--- config.mk ---
export PLATFORM = sky130hd
export DESIGN_NAME = alu_operand_ctrl_flat
export DESIGN_NICKNAME = d
export VERILOG_FILES = /design/src/rtl/alu_ctrl_pkg.sv /design/src/rtl/alu_operand_ctrl_if.sv /design/src/rtl/alu_operand_ctrl_fwd_match.sv /design/src/rtl/alu_operand_ctrl.sv /design/src/flat_wrapper.sv
export SDC_FILE = /design/constraint.sdc
export NUM_CORES = 1
export LEC_CHECK = 0
export CAP_MARGIN = 15
export CORE_ASPECT_RATIO = 0.9
export CORE_UTILIZATION = 47
export DETAILED_ROUTE_END_ITERATION = 16
export PLACE_DENSITY = 0.83
export SYNTH_ARGS = -nofsm -noshare
export SYNTH_HDL_FRONTEND = slang
export SYNTH_SLANG_ARGS = --single-unit
--- constraint.sdc ---
create_clock -name clk -period 3.15 [get_ports clk]
set_input_delay 0.63 -clock clk [delete_from_list [all_inputs] [get_ports clk]]
set_output_delay 0.63 -clock clk [all_outputs]
set_load 0.01 [all_outputs]
--- src/rtl/alu_ctrl_pkg.sv ---
// Shared definitions for the EX-stage ALU operand controller: forward-select
// encodings, the default register-index width and the scoreboard entry layout.
package alu_ctrl_pkg;

  localparam int DEF_REG_AW = 5;

  // Forward-select encodings for the ALU operand muxes
  localparam logic [1:0] FWD_RF    = 2'd0;
  localparam logic [1:0] FWD_EXMEM = 2'd1;
  localparam logic [1:0] FWD_MEMWB = 2'd2;
  localparam logic [1:0] FWD_WB    = 2'd3;

  // One tracked downstream instruction; all-zero is a bubble
  typedef struct packed {
    logic                  valid;
    logic                  wen;
    logic                  is_load;
    logic [DEF_REG_AW-1:0] rd;
  } sb_entry_t;

endpackage

--- src/rtl/alu_operand_ctrl_if.sv ---
// RD-stage issue bus and EX-stage operand-select outputs of alu_operand_ctrl.
// master = pipeline side driving the RD-stage instruction, slave = controller.
interface alu_operand_ctrl_if #(parameter int REG_AW = alu_ctrl_pkg::DEF_REG_AW);

  logic              id_valid;
  logic [REG_AW-1:0] id_rs;
  logic [REG_AW-1:0] id_rt;
  logic [REG_AW-1:0] id_rd;
  logic              id_wen;
  logic              id_is_load;
  logic              id_use_imm;
  logic              flush;
  logic              stall;
  logic [1:0]        ex_sel_a;
  logic [1:0]        ex_sel_b;
  logic              ex_imm_sel;
  logic              ex_valid;

  modport master (
    output id_valid, id_rs, id_rt, id_rd, id_wen, id_is_load, id_use_imm, flush,
    input  stall, ex_sel_a, ex_sel_b, ex_imm_sel, ex_valid
  );

  modport slave (
    input  id_valid, id_rs, id_rt, id_rd, id_wen, id_is_load, id_use_imm, flush,
    output stall, ex_sel_a, ex_sel_b, ex_imm_sel, ex_valid
  );

endinterface

--- src/rtl/alu_operand_ctrl_fwd_match.sv ---
// fwd_match: picks the forward source for one operand index against the
// EX, MEM and WB scoreboard entries. Nearest producer wins; r0 never matches.
module fwd_match
  import alu_ctrl_pkg::*;
#(
  parameter int REG_AW = DEF_REG_AW
) (
  input  logic [REG_AW-1:0] src,
  input  sb_entry_t         ex_e,
  input  sb_entry_t         mem_e,
  input  sb_entry_t         wb_e,
  output logic [1:0]        sel
);

  // The load flag only matters for stalling, not for choosing the source
  logic unused_load_bits;
  assign unused_load_bits = ex_e.is_load ^ mem_e.is_load ^ wb_e.is_load;

  function automatic logic hit(input sb_entry_t e, input logic [REG_AW-1:0] s);
    return (s != '0) && e.valid && e.wen && (e.rd == s);
  endfunction

  // Priority compare, youngest producer first
  always_comb begin
    sel = FWD_RF;
    if (hit(ex_e, src)) begin
      sel = FWD_EXMEM;
    end else if (hit(mem_e, src)) begin
      sel = FWD_MEMWB;
    end else if (hit(wb_e, src)) begin
      sel = FWD_WB;
    end
  end

endmodule

--- src/rtl/alu_operand_ctrl.sv ---
// alu_operand_ctrl: operand-select scheduler for the EX-stage ALU muxes.
// Tracks EX/MEM/WB destinations in a scoreboard shift register, registers the
// forward selects into EX, raises one-cycle load-use stalls and honours flush.
// Optional: define ALU_STALL_CNT_EN to add a saturating 16-bit stall_cnt output.
module alu_operand_ctrl
  import alu_ctrl_pkg::*;
#(
  parameter int REG_AW = DEF_REG_AW,
  parameter int DEPTH  = 3
) (
  input  logic                 clk,
  input  logic                 rst_n,
  alu_operand_ctrl_if.slave    bus
`ifdef ALU_STALL_CNT_EN
  ,
  output logic [15:0]          stall_cnt
`endif
);

  // sb[0] = EX, sb[1] = MEM, sb[2] = WB
  sb_entry_t  sb [DEPTH];
  sb_entry_t  new_entry;
  logic [1:0] sel_a;
  logic [1:0] sel_b;
  logic       load_use;
  logic       stall_int;
  logic       issue;
  logic [1:0] ex_sel_a_q;
  logic [1:0] ex_sel_b_q;
  logic       ex_imm_sel_q;

  fwd_match #(.REG_AW(REG_AW)) u_match_a (
    .src   (bus.id_rs),
    .ex_e  (sb[0]),
    .mem_e (sb[1]),
    .wb_e  (sb[DEPTH-1]),
    .sel   (sel_a)
  );

  fwd_match #(.REG_AW(REG_AW)) u_match_b (
    .src   (bus.id_rt),
    .ex_e  (sb[0]),
    .mem_e (sb[1]),
    .wb_e  (sb[DEPTH-1]),
    .sel   (sel_b)
  );

  // Load-use detection, issue decision and the entry that enters EX next
  always_comb begin
    load_use  = sb[0].is_load &&
                ((sel_a == FWD_EXMEM) || (!bus.id_use_imm && (sel_b == FWD_EXMEM)));
    stall_int = bus.id_valid && !bus.flush && load_use;
    issue     = bus.id_valid && !stall_int && !bus.flush;
    new_entry = '0;
    if (issue) begin
      new_entry.valid   = 1'b1;
      new_entry.wen     = bus.id_wen;
      new_entry.is_load = bus.id_is_load;
      new_entry.rd      = bus.id_rd;
    end
  end

  // Scoreboard shift: a flush only blocks the incoming entry, older ones keep moving
  always_ff @(posedge clk or negedge rst_n) begin
    if (!rst_n) begin
      for (int k = 0; k < DEPTH; k++) sb[k] <= '0;
    end else begin
      sb[0] <= new_entry;
      for (int k = 1; k < DEPTH; k++) sb[k] <= sb[k-1];
    end
  end

  // Selects travel into EX with the instruction; bubbles get register-file selects
  always_ff @(posedge clk or negedge rst_n) begin
    if (!rst_n) begin
      ex_sel_a_q   <= FWD_RF;
      ex_sel_b_q   <= FWD_RF;
      ex_imm_sel_q <= 1'b0;
    end else begin
      ex_sel_a_q   <= issue ? sel_a : FWD_RF;
      ex_sel_b_q   <= (issue && !bus.id_use_imm) ? sel_b : FWD_RF;
      ex_imm_sel_q <= issue && bus.id_use_imm;
    end
  end

  assign bus.stall      = stall_int;
  assign bus.ex_sel_a   = ex_sel_a_q;
  assign bus.ex_sel_b   = ex_sel_b_q;
  assign bus.ex_imm_sel = ex_imm_sel_q;
  assign bus.ex_valid   = sb[0].valid;

`ifdef ALU_STALL_CNT_EN
  logic [15:0] stall_cnt_q;

  // Saturating count of stall cycles; flush leaves it alone
  always_ff @(posedge clk or negedge rst_n) begin
    if (!rst_n) begin
      stall_cnt_q <= '0;
    end else if (stall_int && (stall_cnt_q != 16'hFFFF)) begin
      stall_cnt_q <= stall_cnt_q + 16'd1;
    end
  end

  assign stall_cnt = stall_cnt_q;
`endif

endmodule

--- src/flat_wrapper.sv ---
// flat-port wrapper written by rule: the top's interface ports become plain ports
module alu_operand_ctrl_flat import alu_ctrl_pkg::*;
#(
  parameter int REG_AW = DEF_REG_AW,
  parameter int DEPTH  = 3
)
  (clk, rst_n, bus_id_valid, bus_id_rs, bus_id_rt, bus_id_rd, bus_id_wen, bus_id_is_load, bus_id_use_imm, bus_flush, bus_stall, bus_ex_sel_a, bus_ex_sel_b, bus_ex_imm_sel, bus_ex_valid);
  alu_operand_ctrl_if #(.REG_AW(REG_AW)) bus_i ();
  input  logic clk;
  input  logic rst_n;
  input wire logic [$bits(bus_i.id_valid)-1:0] bus_id_valid;
  input wire logic [$bits(bus_i.id_rs)-1:0] bus_id_rs;
  input wire logic [$bits(bus_i.id_rt)-1:0] bus_id_rt;
  input wire logic [$bits(bus_i.id_rd)-1:0] bus_id_rd;
  input wire logic [$bits(bus_i.id_wen)-1:0] bus_id_wen;
  input wire logic [$bits(bus_i.id_is_load)-1:0] bus_id_is_load;
  input wire logic [$bits(bus_i.id_use_imm)-1:0] bus_id_use_imm;
  input wire logic [$bits(bus_i.flush)-1:0] bus_flush;
  output wire logic [$bits(bus_i.stall)-1:0] bus_stall;
  output wire logic [$bits(bus_i.ex_sel_a)-1:0] bus_ex_sel_a;
  output wire logic [$bits(bus_i.ex_sel_b)-1:0] bus_ex_sel_b;
  output wire logic [$bits(bus_i.ex_imm_sel)-1:0] bus_ex_imm_sel;
  output wire logic [$bits(bus_i.ex_valid)-1:0] bus_ex_valid;
  assign bus_i.id_valid = bus_id_valid;
  assign bus_i.id_rs = bus_id_rs;
  assign bus_i.id_rt = bus_id_rt;
  assign bus_i.id_rd = bus_id_rd;
  assign bus_i.id_wen = bus_id_wen;
  assign bus_i.id_is_load = bus_id_is_load;
  assign bus_i.id_use_imm = bus_id_use_imm;
  assign bus_i.flush = bus_flush;
  assign bus_stall = bus_i.stall;
  assign bus_ex_sel_a = bus_i.ex_sel_a;
  assign bus_ex_sel_b = bus_i.ex_sel_b;
  assign bus_ex_imm_sel = bus_i.ex_imm_sel;
  assign bus_ex_valid = bus_i.ex_valid;
  alu_operand_ctrl #(.REG_AW(REG_AW), .DEPTH(DEPTH)) u_core (.clk(clk), .rst_n(rst_n), .bus(bus_i));
endmodule
==> results.ini <==
[cts]
clk_pin_slew_ns = 0.14
cts.path.max_buffers = 2
clock-sinks = 27
cts_setup_buffers = 0
cts_buffers = 3
htree_levels = 1
clk_latency_ns = 0.33
cts_root_buf = clkbuf_4
tritoncts = yes

[cells_and_area]
syn_to_final_growth_pct = 37.1
antenna_cells = 0
fin_cells = 175
nets = 170
drive_above_1_share_pct = 16.3
fin_util_pct = 68.9
fillCellCount = 168
final_cell_mix = clkdlybuf4s50_1 (27), dfrtp_1 (27), xnor2_1 (26), buf_4 (15), and2_1 (8)

[drt]
routed_wl_mm = 2.51
ant_nets = 0
drt_iter0_drc = 12
wl_per_cell_um = 14.3
via_per_inst = 5.11
drtPass1Iterations = 4
vias = 894
drc = 0

[yosys]
yosys_warnings = 0
synth_area_leader_cell = dfrtp_1
syn_avg_cell_area_um2 = 12.3
synth_area_leaders = dfrtp_1 (54%), xnor2_1 (18%), and2_1 (4.0%), nand4_1 (3.0%), xor2_1 (2.8%)
syn_inst = 101
synth_seq_area_share_pct = 54.5
netlist.area_leader.share_pct = 54.5
netlist_area_um2 = 1240
yosys_register_bits = 27
synth_cell_types = 21
syn-num-nets = 123

[pwr]
power.leakage_nw = 0.710
powerDensity_nw_per_um2 = 365
vdd_drop_max_v = 0.000313

[critical_path]
cp.arrival_ns = 2.38
cp-startpoint = bus_id_rt[1]
critPathCaptureType = output pin
crit_required_ns = 2.52
crit_fanout = 3
reg2reg_setup_slack_ns = 1.43
path_class = input port to output pin
cp-start-kind = input port
timing.rr.end = u_core.bus.ex_sel_b[0]
r2r_cells = 6
timing.rr.start = u_core.sb[17]

[global_routing]
grt_overflow = 0
grt_usage_pct = 20.5
grt_max_degree = 28
grt_pass1_wl_mm = 4.35
grt_pass1_vias = 948
antenna_found_initial = 0

[sta]
rsz0062_at_grt = no
period_minus_slack_ns = 3.01
slew_headroom_pct = 68.8
hold_viol_final = 0
slew_viol_final = 0
fin_crit_sh_pct = 95.7
clock_skew_ns = 0.00569
tightest_slew_ns = 0.467
finalSetupViolations = 0
hold_slack_ns = 0.398
max_freq_mhz = 332

[worst_hold_path]
hold_class = flip-flop to flip-flop
hp-start = u_core.sb[22]
whs_path_depth = 0
holdPathEnd = u_core.sb[14]

[placed_design]
placed_cells = 171
gp_congestion = 0.820
dp_hpwl_mm = 2.02
portBuffers = 28

[die]
coreArea_um2 = 2470
rows = 17
start_util_pct = 50.3
die-width_um = 56.1
io_pins = 29
die_h_um = 50.7
dieArea_um2 = 2850

[job]
cap_violations = 0

[status]
status = finished, final reports clean

flip-flops by register name (all words and copies together) (netlist names):
| register | cells |
|---|---|
| u_core.bus.ex_valid | 1 |
| u_core.bus.ex_sel_b | 2 |
| u_core.bus.ex_imm_sel | 1 |
| u_core.sb | 21 |
| u_core.bus.ex_sel_a | 2 |
kinds of logic (layout without fill, tap and decap cells):
kind of cell | after synthesis | count (layout) | share of synthesized area [%]
flops | 27 | 27 | 54.5
buf+inv | 2 | 48 | 1.21
compound gates | 4 | 4 | 3.33
simple gates | 38 | 38 | 19.8
xor+xnor | 30 | 30 | 21.2
Yosys cell counts:
master    number
and3_1         1
and2_1         8
nor2b_1        2
a221oi_4       1
nand2b_1       3
a21oi_1        3
and3b_1        1
nand4_1        6
nand2_1        2
nor4_2         2
nor2_2         1
buf_6          1
nand3_1        2
xnor2_1       26
nor3_1         2
nor2_1         2
or4_1          4
dfrtp_1       27
xor2_1         4
nor3b_1        2
inv_1          1
metal layers:
metal / vias to the layer above / track usage (%) / routed length [um]
li1: 437 / - / -
met1: 426 / 25.9 / 1150
met2: 22 / 34.3 / 1210
met3: 9 / 2.84 / 57
met4: 0 / 11.4 / 88
met5: - / 0 / 0
final cells by class:
cell class                 count  area (um2)  share of cell area, %
clock buffer                   3        22.5                   1.32
clock inverter                 1        5.00                  0.294
inverter                       1        3.75                  0.221
multi-input combinational     72         566                   33.3
sequential                    27         676                   39.7
tap                           28        35.0                   2.06
timing repair buffer          43         393                   23.1
worst max path at each step:
stage | end | cells after the start
final | bus_stall | 7
after CTS | bus_stall | 7
after detailed placement | bus_stall | 7
after global routing | bus_stall | 7
after floorplan | bus_stall | 5
after global placement | bus_stall | 7
where the power goes:
part | total [W] | leakage (nW) | switching (W) | internal, W
registers | 0.000369 | 0.364 | 0.0000108 | 0.000358
clock network | 0.000150 | 0.0177 | 0.000102 | 0.0000477
logic | 0.000102 | 0.328 | 0.0000413 | 0.0000605
total | 0.000621 | 0.710 | 0.000154 | 0.000467
repair_timing:
item / 4_1_cts / 5_1_grt
endpoints found under the setup margin: 1 / 1
resized for setup: 1 / 4
pin swaps: 0 / 1
hold endpoints to repair: 0 / 0
hold buffers: 0 / 0
stage by stage:
stage	area (um2)	setup TNS, ns	total power, W	setup WS [ns]
after detailed placement	1660	-0.133	0.000477	-0.133
after CTS	1680	0	0.000625	0.0698
final	1700	0	0.000621	0.137
after floorplan	1240	0	0.000414	0.766
after global placement	1660	-0.0399	0.000472	-0.0399
after global routing	1700	0	0.000651	0.0219
worst max-delay path, stage by stage:
cell and delay [ns]:
clkdlybuf4s50_1 0.45, or4_1 0.60, nor2_4 0.15, nor4_4 0.06, a21oi_1 0.17, nor3b_1 0.08, clkdlybuf4s15_1 0.24
(Power assumes the default switching activity.)
